[src/rtl/tone_sequencer_if.sv]
// tone_sequencer_if: host-side control, table-write and status bundle.
// master = host/button FSM, slave = tone_sequencer.
interface tone_sequencer_if #(
  parameter int AW    = 3,
  parameter int DIV_W = 16
);
  logic             start;
  logic             stop;
  logic             wr_en;
  logic [AW-1:0]    wr_addr;
  logic [DIV_W-1:0] wr_div;
  logic [7:0]       wr_dur;
  logic             busy;
  logic             done;
  logic [AW-1:0]    note_idx;
  logic             out;

  modport master (
    output start, stop, wr_en,
    output wr_addr, wr_div, wr_dur,
    input  busy, done, note_idx, out
  );

  modport slave (
    input  start, stop, wr_en,
    input  wr_addr, wr_div, wr_dur,
    output busy, done, note_idx, out
  );
endinterface

[src/rtl/tone_sequencer.sv]
// tone_sequencer: plays a LEN-entry {div,dur} note table as a square wave
// on bus.out with a silent gap after each note.
// Ports: clk, rst (async, active high), bus (tone_sequencer_if.slave):
//   start/stop/wr_* in, busy/done/note_idx/out registered out.
// Option: define TONE_SEQ_LOOP_EN to restart from entry 0 instead of done.
module tone_sequencer #(
  parameter int LEN       = 8,
  parameter int DIV_W     = 16,
  parameter int TICK_DIV  = 12000,
  parameter int GAP_TICKS = 10
) (
  input logic             clk,
  input logic             rst,
  tone_sequencer_if.slave bus
);
  localparam int AW = $clog2(LEN);
  localparam int PW = (TICK_DIV > 1) ? $clog2(TICK_DIV) : 1;
  localparam int DW = (GAP_TICKS > 255) ? $clog2(GAP_TICKS + 1) : 8;

  localparam logic [PW-1:0] PRE_LD = PW'(TICK_DIV - 1);
  localparam logic [DW-1:0] GAP_LD = DW'(GAP_TICKS);
  localparam logic [AW-1:0] LAST   = AW'(LEN - 1);

  typedef enum logic [2:0] {
    S_IDLE,
    S_LOAD,
    S_PLAY,
    S_GAP,
    S_DONE
  } state_t;

  state_t           st;
  logic [DIV_W-1:0] div_mem [LEN];
  logic [7:0]       dur_mem [LEN];
  logic [DIV_W-1:0] hp;
  logic [PW-1:0]    pre;
  logic [DW-1:0]    dcnt;
  logic [AW-1:0]    idx_q;
  logic             busy_q;
  logic             done_q;
  logic             out_q;

  logic [DIV_W-1:0] cur_div;
  logic [7:0]       cur_dur;
  logic             tick_end;
  logic             last_tick;

  // table is frozen outside IDLE, so PLAY can keep reading it
  assign cur_div   = div_mem[idx_q];
  assign cur_dur   = dur_mem[idx_q];
  assign tick_end  = (pre == '0);
  assign last_tick = tick_end && (dcnt == DW'(1));

  assign bus.busy     = busy_q;
  assign bus.done     = done_q;
  assign bus.note_idx = idx_q;
  assign bus.out      = out_q;

  always_ff @(posedge clk) begin
    if (st == S_IDLE && bus.wr_en) begin
      div_mem[bus.wr_addr] <= bus.wr_div;
      dur_mem[bus.wr_addr] <= bus.wr_dur;
    end
  end

  always_ff @(posedge clk or posedge rst) begin
    if (rst) begin
      st     <= S_IDLE;
      hp     <= '0;
      pre    <= '0;
      dcnt   <= '0;
      idx_q  <= '0;
      busy_q <= 1'b0;
      done_q <= 1'b0;
      out_q  <= 1'b0;
    end else begin
      done_q <= 1'b0;
      if (st != S_IDLE && bus.stop) begin
        st     <= S_IDLE;
        busy_q <= 1'b0;
        out_q  <= 1'b0;
      end else begin
        // shared tick prescaler / duration countdown
        if (st == S_PLAY || st == S_GAP) begin
          if (tick_end) begin
            pre  <= PRE_LD;
            dcnt <= dcnt - DW'(1);
          end else begin
            pre <= pre - PW'(1);
          end
        end
        unique case (st)
          S_IDLE: begin
            out_q <= 1'b0;
            if (bus.start && !bus.stop) begin
              st     <= S_LOAD;
              busy_q <= 1'b1;
              idx_q  <= '0;
            end
          end
          S_LOAD: begin
            if (cur_dur == 8'd0) begin
`ifdef TONE_SEQ_LOOP_EN
              if (idx_q != '0) begin
                idx_q <= '0;
              end else begin
                st     <= S_DONE;
                busy_q <= 1'b0;
                done_q <= 1'b1;
              end
`else
              st     <= S_DONE;
              busy_q <= 1'b0;
              done_q <= 1'b1;
`endif
            end else begin
              st   <= S_PLAY;
              hp   <= (cur_div == '0) ? '0
                                      : cur_div - DIV_W'(1);
              pre  <= PRE_LD;
              dcnt <= DW'(cur_dur);
            end
          end
          S_PLAY: begin
            if (last_tick) begin
              st    <= S_GAP;
              out_q <= 1'b0;
              pre   <= PRE_LD;
              dcnt  <= GAP_LD;
            end else if (cur_div != '0) begin
              if (hp == '0) begin
                out_q <= ~out_q;
                hp    <= cur_div - DIV_W'(1);
              end else begin
                hp <= hp - DIV_W'(1);
              end
            end
          end
          S_GAP: begin
            if (last_tick) begin
              if (idx_q == LAST) begin
`ifdef TONE_SEQ_LOOP_EN
                st    <= S_LOAD;
                idx_q <= '0;
`else
                st     <= S_DONE;
                busy_q <= 1'b0;
                done_q <= 1'b1;
`endif
              end else begin
                st    <= S_LOAD;
                idx_q <= idx_q + AW'(1);
              end
            end
          end
          S_DONE: begin
            st <= S_IDLE;
          end
          default: begin
            st     <= S_IDLE;
            busy_q <= 1'b0;
            out_q  <= 1'b0;
          end
        endcase
      end
    end
  end
endmodule

[src/flat_wrapper.sv]
// flat-port wrapper written by rule: the top's interface ports become plain ports
module tone_sequencer_flat 
#(
  parameter int LEN       = 8,
  parameter int DIV_W     = 16,
  parameter int TICK_DIV  = 12000,
  parameter int GAP_TICKS = 10
)
  (clk, rst, bus_start, bus_stop, bus_wr_en, bus_wr_addr, bus_wr_div, bus_wr_dur, bus_busy, bus_done, bus_note_idx, bus_out);
  tone_sequencer_if #(.AW(($clog2(LEN))), .DIV_W(DIV_W)) bus_i ();
  input logic clk;
  input logic rst;
  input wire logic [$bits(bus_i.start)-1:0] bus_start;
  input wire logic [$bits(bus_i.stop)-1:0] bus_stop;
  input wire logic [$bits(bus_i.wr_en)-1:0] bus_wr_en;
  input wire logic [$bits(bus_i.wr_addr)-1:0] bus_wr_addr;
  input wire logic [$bits(bus_i.wr_div)-1:0] bus_wr_div;
  input wire logic [$bits(bus_i.wr_dur)-1:0] bus_wr_dur;
  output wire logic [$bits(bus_i.busy)-1:0] bus_busy;
  output wire logic [$bits(bus_i.done)-1:0] bus_done;
  output wire logic [$bits(bus_i.note_idx)-1:0] bus_note_idx;
  output wire logic [$bits(bus_i.out)-1:0] bus_out;
  assign bus_i.start = bus_start;
  assign bus_i.stop = bus_stop;
  assign bus_i.wr_en = bus_wr_en;
  assign bus_i.wr_addr = bus_wr_addr;
  assign bus_i.wr_div = bus_wr_div;
  assign bus_i.wr_dur = bus_wr_dur;
  assign bus_busy = bus_i.busy;
  assign bus_done = bus_i.done;
  assign bus_note_idx = bus_i.note_idx;
  assign bus_out = bus_i.out;
  tone_sequencer #(.LEN(LEN), .DIV_W(DIV_W), .TICK_DIV(TICK_DIV), .GAP_TICKS(GAP_TICKS)) u_core (.clk(clk), .rst(rst), .bus(bus_i));
endmodule
[config.mk]
export PLATFORM = sky130hd
export DESIGN_NAME = tone_sequencer_flat
export DESIGN_NICKNAME = d
export VERILOG_FILES = /design/src/rtl/tone_sequencer_if.sv /design/src/rtl/tone_sequencer.sv /design/src/flat_wrapper.sv
export SDC_FILE = /design/constraint.sdc
export NUM_CORES = 1
export LEC_CHECK = 0
export ABC_AREA = 1
export CELL_PAD_IN_SITES_DETAIL_PLACEMENT = 0
export CELL_PAD_IN_SITES_GLOBAL_PLACEMENT = 1
export CORE_UTILIZATION = 48
export DETAILED_ROUTE_END_ITERATION = 10
export PLACE_DENSITY = 0.82
export RECOVER_POWER = 50
export SETUP_SLACK_MARGIN = 0.05
export SLEW_MARGIN = 10
export SYNTH_ARGS = -nofsm -noshare
export SYNTH_HDL_FRONTEND = slang
export SYNTH_SLANG_ARGS = --single-unit
[constraint.sdc]
create_clock -name clk -period 3.6 [get_ports clk]
set_input_delay 0.72 -clock clk [delete_from_list [all_inputs] [get_ports clk]]
set_output_delay 0.72 -clock clk [all_outputs]
set_load 0.05 [all_outputs]
Yosys cells after proc, flatten, opt, wreduce, memory -nomap -nowiden
Memories as Yosys holds them, arrays and structs flattened.
Cells that the tools add are included.

operators by class
  bitwise operators = 2
  add/sub/neg operators = 5
  reduce and logical (&&, ||, !) cells = 22
  equal/unequal tests = 21
  multiplexer cells = 45

operators by type and width
  operator                                                               count
  16-bit two-way mux                                                     5
  14-bit two-way mux                                                     4
  16-bit zero test                                                       2
  8-bit two-way mux                                                      4
  16-bit case mux with 2 select lines                                    1
  16-bit by 1-bit subtractor with 16-bit output (second input constant)  2
  14-bit case mux with 2 select lines                                    1
  3-bit two-way mux                                                      9
  8-bit case mux with 2 select lines                                     1
  16-bit nonzero test                                                    1
  1-bit two-way mux                                                      15
  5-bit AND reduction                                                    3
  14-bit zero test                                                       1
  14-bit by 1-bit subtractor with 14-bit output (second input constant)  1
  3-bit case mux with 4 select lines                                     1
  2-bit != test (second input constant)                                  5
  3-bit by 1-bit != test with 1-bit output (second input constant)       3
  8-bit by 1-bit == test with 1-bit output (second input constant)       1
  8-bit zero test                                                        1
  4-bit by 2-bit != test with 1-bit output (second input constant)       2
  8-bit by 1-bit subtractor with 8-bit output (second input constant)    1
  3-bit by 2-bit == test with 1-bit output (second input constant)       2
  3-bit == test (second input constant)                                  2
  2-bit by 1-bit != test with 1-bit output (second input constant)       3
  other kinds (17)                                                       24

storage, ports and cells
  output and inout bits = 6
  input port bits = 32
  flip-flop bits (word level) = 47
  RAM bits = 192
  memories = 2
  logic and storage cells = 105

memories
  memory          depth  width  read ports  clocked after Yosys merged registers in  write ports  line                  text
  u_core.div_mem  8      16     1           0                                        1            tone_sequencer.sv:33  logic [DIV_W-1:0] div_mem [LEN];
  u_core.dur_mem  8      8      1           0                                        1            tone_sequencer.sv:34  logic [7:0] dur_mem [LEN];

Depth between registers and ports, before layout
  depth after elaboration = 6
  depth in mapped cells = 20
  mapped depth without buffers = 17

Worst setup path after synthesis
OpenSTA, ideal clock, no wires.

  kind = flip-flop to flip-flop
  from = register u_core.st[0]
  to = memory u_core.div_mem[2][0], enable pin
  library setup time = 0.435 ns
  path slack = 0.451 ns
  data required time = 3.165 ns
  stages on the path, launching flop included = 8
  data arrival time = 2.713 ns
  buffers on the path = 0
  period minus slack after synthesis = 3.149 ns
  path through = dfrtp_1 nor2_1 inv_1 nor2_1 inv_1 nor2_1 nand2_1 nor3_1

between the ends
  word-level cells in the longest chain between the ends = 4

ends and longest elaborated chain
  what                                     line                  text
  start, declared                          tone_sequencer.sv:32  state_t st;
  start signal, assigned                   tone_sequencer.sv:68  st <= S_IDLE;
  start signal, assigned                   tone_sequencer.sv:79  st <= S_IDLE;
  start signal, assigned                   tone_sequencer.sv:96  st <= S_LOAD;
  3-bit zero test                          tone_sequencer.sv:60  if (st == S_IDLE && bus.wr_en) begin
  1-bit logical AND                        tone_sequencer.sv:60
  1-bit two-way mux                        tone_sequencer.sv:60
  1-bit two-way mux (not written as such)  tone_sequencer.sv:61  div_mem[bus.wr_addr] <= bus.wr_div;
  end, declared                            tone_sequencer.sv:33

Every way passes these cells.

Worst setup path in the final report
  from = register u_core.idx_q[1], in the netlist u_core.bus.note_idx[1]
  to = output port bus_note_idx[1]

RTL lines
  what                    line                   text
  start, declared         tone_sequencer.sv:38   logic [AW-1:0] idx_q;
  start signal, assigned  tone_sequencer.sv:152  idx_q <= idx_q + AW'(1);
  end, declared           flat_wrapper.sv:21     output wire logic [$bits(bus_i.note_idx)-1:0] bus_note_idx;

No word-level cell between the ends.

==> results.ini <==
[clocking]
cts_setup_buffers = 0
cts_sinks = 239
numCtsBuffers = 26
cts_hold_buf = 0
cts_root_buf = clkbuf_16
clk_latency_ns = 0.53
cts.path.max_buffers = 3
cts_resized = 0
cts_tree = built
htreeDepth = 1
clkTransAtPathRegs_ns = 0.06

[sta]
worst_pin_slew_ns = 1.214
post-route-period-util_pct = 86.60
rsz0062_at_grt = false
min_period_ns = 3.118
final.setup_skew_ns = 0.01176
setup_viol = 0
setup_ws_ns = 0.4825
finalHoldViolations = 0
slew-limit-headroom_pct = 18.97
max_freq_mhz = 320.8
fin_tns_setup_ns = 0
final_max_slew_viol_count = 0

[synth]
syn_area_per_cell_um2 = 8.882
ys.flop_type = edfxtp_1
netlist_top_cells_area = edfxtp_1, nand2_1, dfrtp_1
synthesis.instances = 1348
synth_most_common_cell = nand2_1
yosysWarnings = 0
synth_nets = 1388
synthTopCellsByCount = nand2_1, inv_1, edfxtp_1
ys_seq_area_share_pct = 57.98
synth_cell_types = 38
async_reset_ff_share_pct = 19.67
ys_ff_latch = 239
synth_top_area_share_pct = 48.16
synth_top_area_cell = edfxtp_1
synth-edff-count = 192
netlist_area_um2 = 11970

[grt]
antenna_found_initial = 0
grt_max_degree = 58
grt.overflow.total = 0
grt_use_total_pct = 22.31
first_global_vias = 8412
grt_pass1_wl_um = 45030

[layout]
regArea_um2 = 6947
nNetsFinal = 1427
final_area_um2 = 13460
finish.utilization_pct = 55.20
stdcell_count = 1731
area_growth_syn_to_layout_pct = 12.46
multi_input_area_um2 = 3978
diodes = 0
drive_above_1_share_pct = 6.752
fillCellCount = 2272

[place]
dpl_worst_slack_ns = 0.6408
dpl_cell_area_um2 = 12670
place_congestion = 0.8290
hpwl_um = 17410
dpl.cell_count = 1683
port_buffers = 37

[routing]
drc = 0
drt-initial-drc-count = 622
met3_length_um = 1574
ant_nets = 0
routed_via_density = 5.108
wl_um = 27780
first_pass_iters = 5
wl_per_cell_um = 16.05
wl_met1_um = 13180
num_vias = 8842
routed.top_layer = met4
met2_length_um = 12590

[floorplan]
coreArea_um2 = 24390
start_util_pct = 49.09
die_w_um = 159.9
die_y_um = 159.9
rows = 57
die-area_um2 = 25580
io_pins = 38

[power_and_ir_drop]
vdd_drop_max_uv = 450.5
leakage_uw = 0.005884
p_per_area_nw_per_um2 = 736.2

[critical_path]
rrSetupSlack_ns = 0.60
reg2reg_from = u_core.bus.note_idx[0]
rr_endpoint = u_core.hp[0]
arrival_ns = 2.40
cp-end-kind = output port
required_ns = 2.88
rr_worst_depth = 15
cp-start-kind = flop
critPathMaxFanout = 52
path_class = flop to output port

[min_path]
worstHoldStart = u_core.bus.busy
holdPathEnd = u_core.bus.busy
min_path_type = flop to flop
hold_depth = 2

[job]
cap_violations = 0

[status]
status = complete, no violations

==> layer usage <==
| layer | global-route usage [%] | up-vias |
|---|---|---|
| met5 | 0 | - |
| met2 | 35.10 | 214 |
| met3 | 3.169 | 46 |
| met1 | 32.56 | 4147 |
| li1 | - | 4435 |
| met4 | 5.584 | 0 |
==> worst max-delay path by stage <==
stage / from / endpoint / slack (ns) / cells after the start
final: u_core.bus.note_idx[1] / bus_note_idx[1] / 0.48 / 2
after global routing: u_core.bus.note_idx[0] / u_core.hp[13] / 0.34 / 14
after CTS: u_core.bus.note_idx[1] / bus_note_idx[1] / 0.45 / 2
after detailed placement: u_core.bus.note_idx[0] / u_core.hp[0] / 0.64 / 14
after global placement: u_core.bus.note_idx[0] / u_core.hp[0] / 0.72 / 14
after floorplan: u_core.st[0] / u_core.div_mem[2][0] / 0.45 / 7
==> kinds of logic after synthesis <==
family / count (synthesis) / synth area share [%]
DFF: 239 / 57.98
adders and majority gates: 8 / 0.8361
xor gates and xnor gates: 30 / 2.195
AOI/OAI and AO/OA: 95 / 4.525
buffers and inverters: 251 / 9.008
and+or+nand+nor: 725 / 25.46
==> where the power goes <==
part / internal [uW] / switching, uW / total (uW)
registers: 3280 / 226 / 3500
logic: 1200 / 2700 / 3890
clock network: 1440 / 1070 / 2520
total: 5910 / 4000 / 9910
==> registers in the layout, indices dropped and copies added (netlist names) <==
signal and flops:
u_core.dur_mem 64, u_core.hp 16, u_core.bus.note_idx 3, u_core.div_mem 128, u_core.bus.out 1, u_core.bus.done 1
u_core.bus.busy 1, u_core.st 3, u_core.pre 14, u_core.dcnt 8
==> layout by cell type (no fill, tap or decap), types with 4 or more instances in the layout <==
master / synthesis / final
a21oi_1: 14 / 14
dfrtp_1: 47 / 45
xor2_1: 29 / 29
clkinvlp_4: 0 / 4
nor2_2: 5 / 9
nand4_1: 12 / 12
nor3_1: 9 / 6
clkbuf_1: 12 / 7
dlygate4sd3_1: 0 / 26
buf_4: 4 / 20
a31oi_1: 8 / 8
inv_1: 198 / 198
o22ai_1: 6 / 6
clkbuf_16: 0 / 27
clkdlybuf4s50_1: 0 / 11
nand3_1: 153 / 153
nor2_1: 98 / 94
nand2_2: 7 / 7
edfxtp_1: 192 / 192
nand2_1: 428 / 428
a22oi_1: 5 / 5
clkinv_2: 0 / 5
clkinv_1: 1 / 5
o21ai_1: 6 / 6
o21ai_0: 44 / 44
ha_1: 8 / 8
o211ai_1: 5 / 5
==> stage by stage <==
stage,total power (uW),hold slack [ns]
global route,10630,0.5420
finish,9913,0.4924
CTS,9955,0.4960
floorplan,6513,0.4710
detailed placement,7422,0.4813
global placement,7402,0.4708
==> cell type report <==
cell class	instances	area share, %
multi-input cells	858	29.54
flip-flops and latches	239	51.59
clock inverters	15	0.8085
inverters	202	5.669
repair buffers	60	4.191
well taps	324	3.011
clock buffers	33	5.185
==> critical path, cell delays in order, from the launching register on <==
cell and delay [ns]:
dfrtp_2 0.36, buf_4 0.54, clkdlybuf4s50_1 0.96
Power figures use the tool's default switching activity.
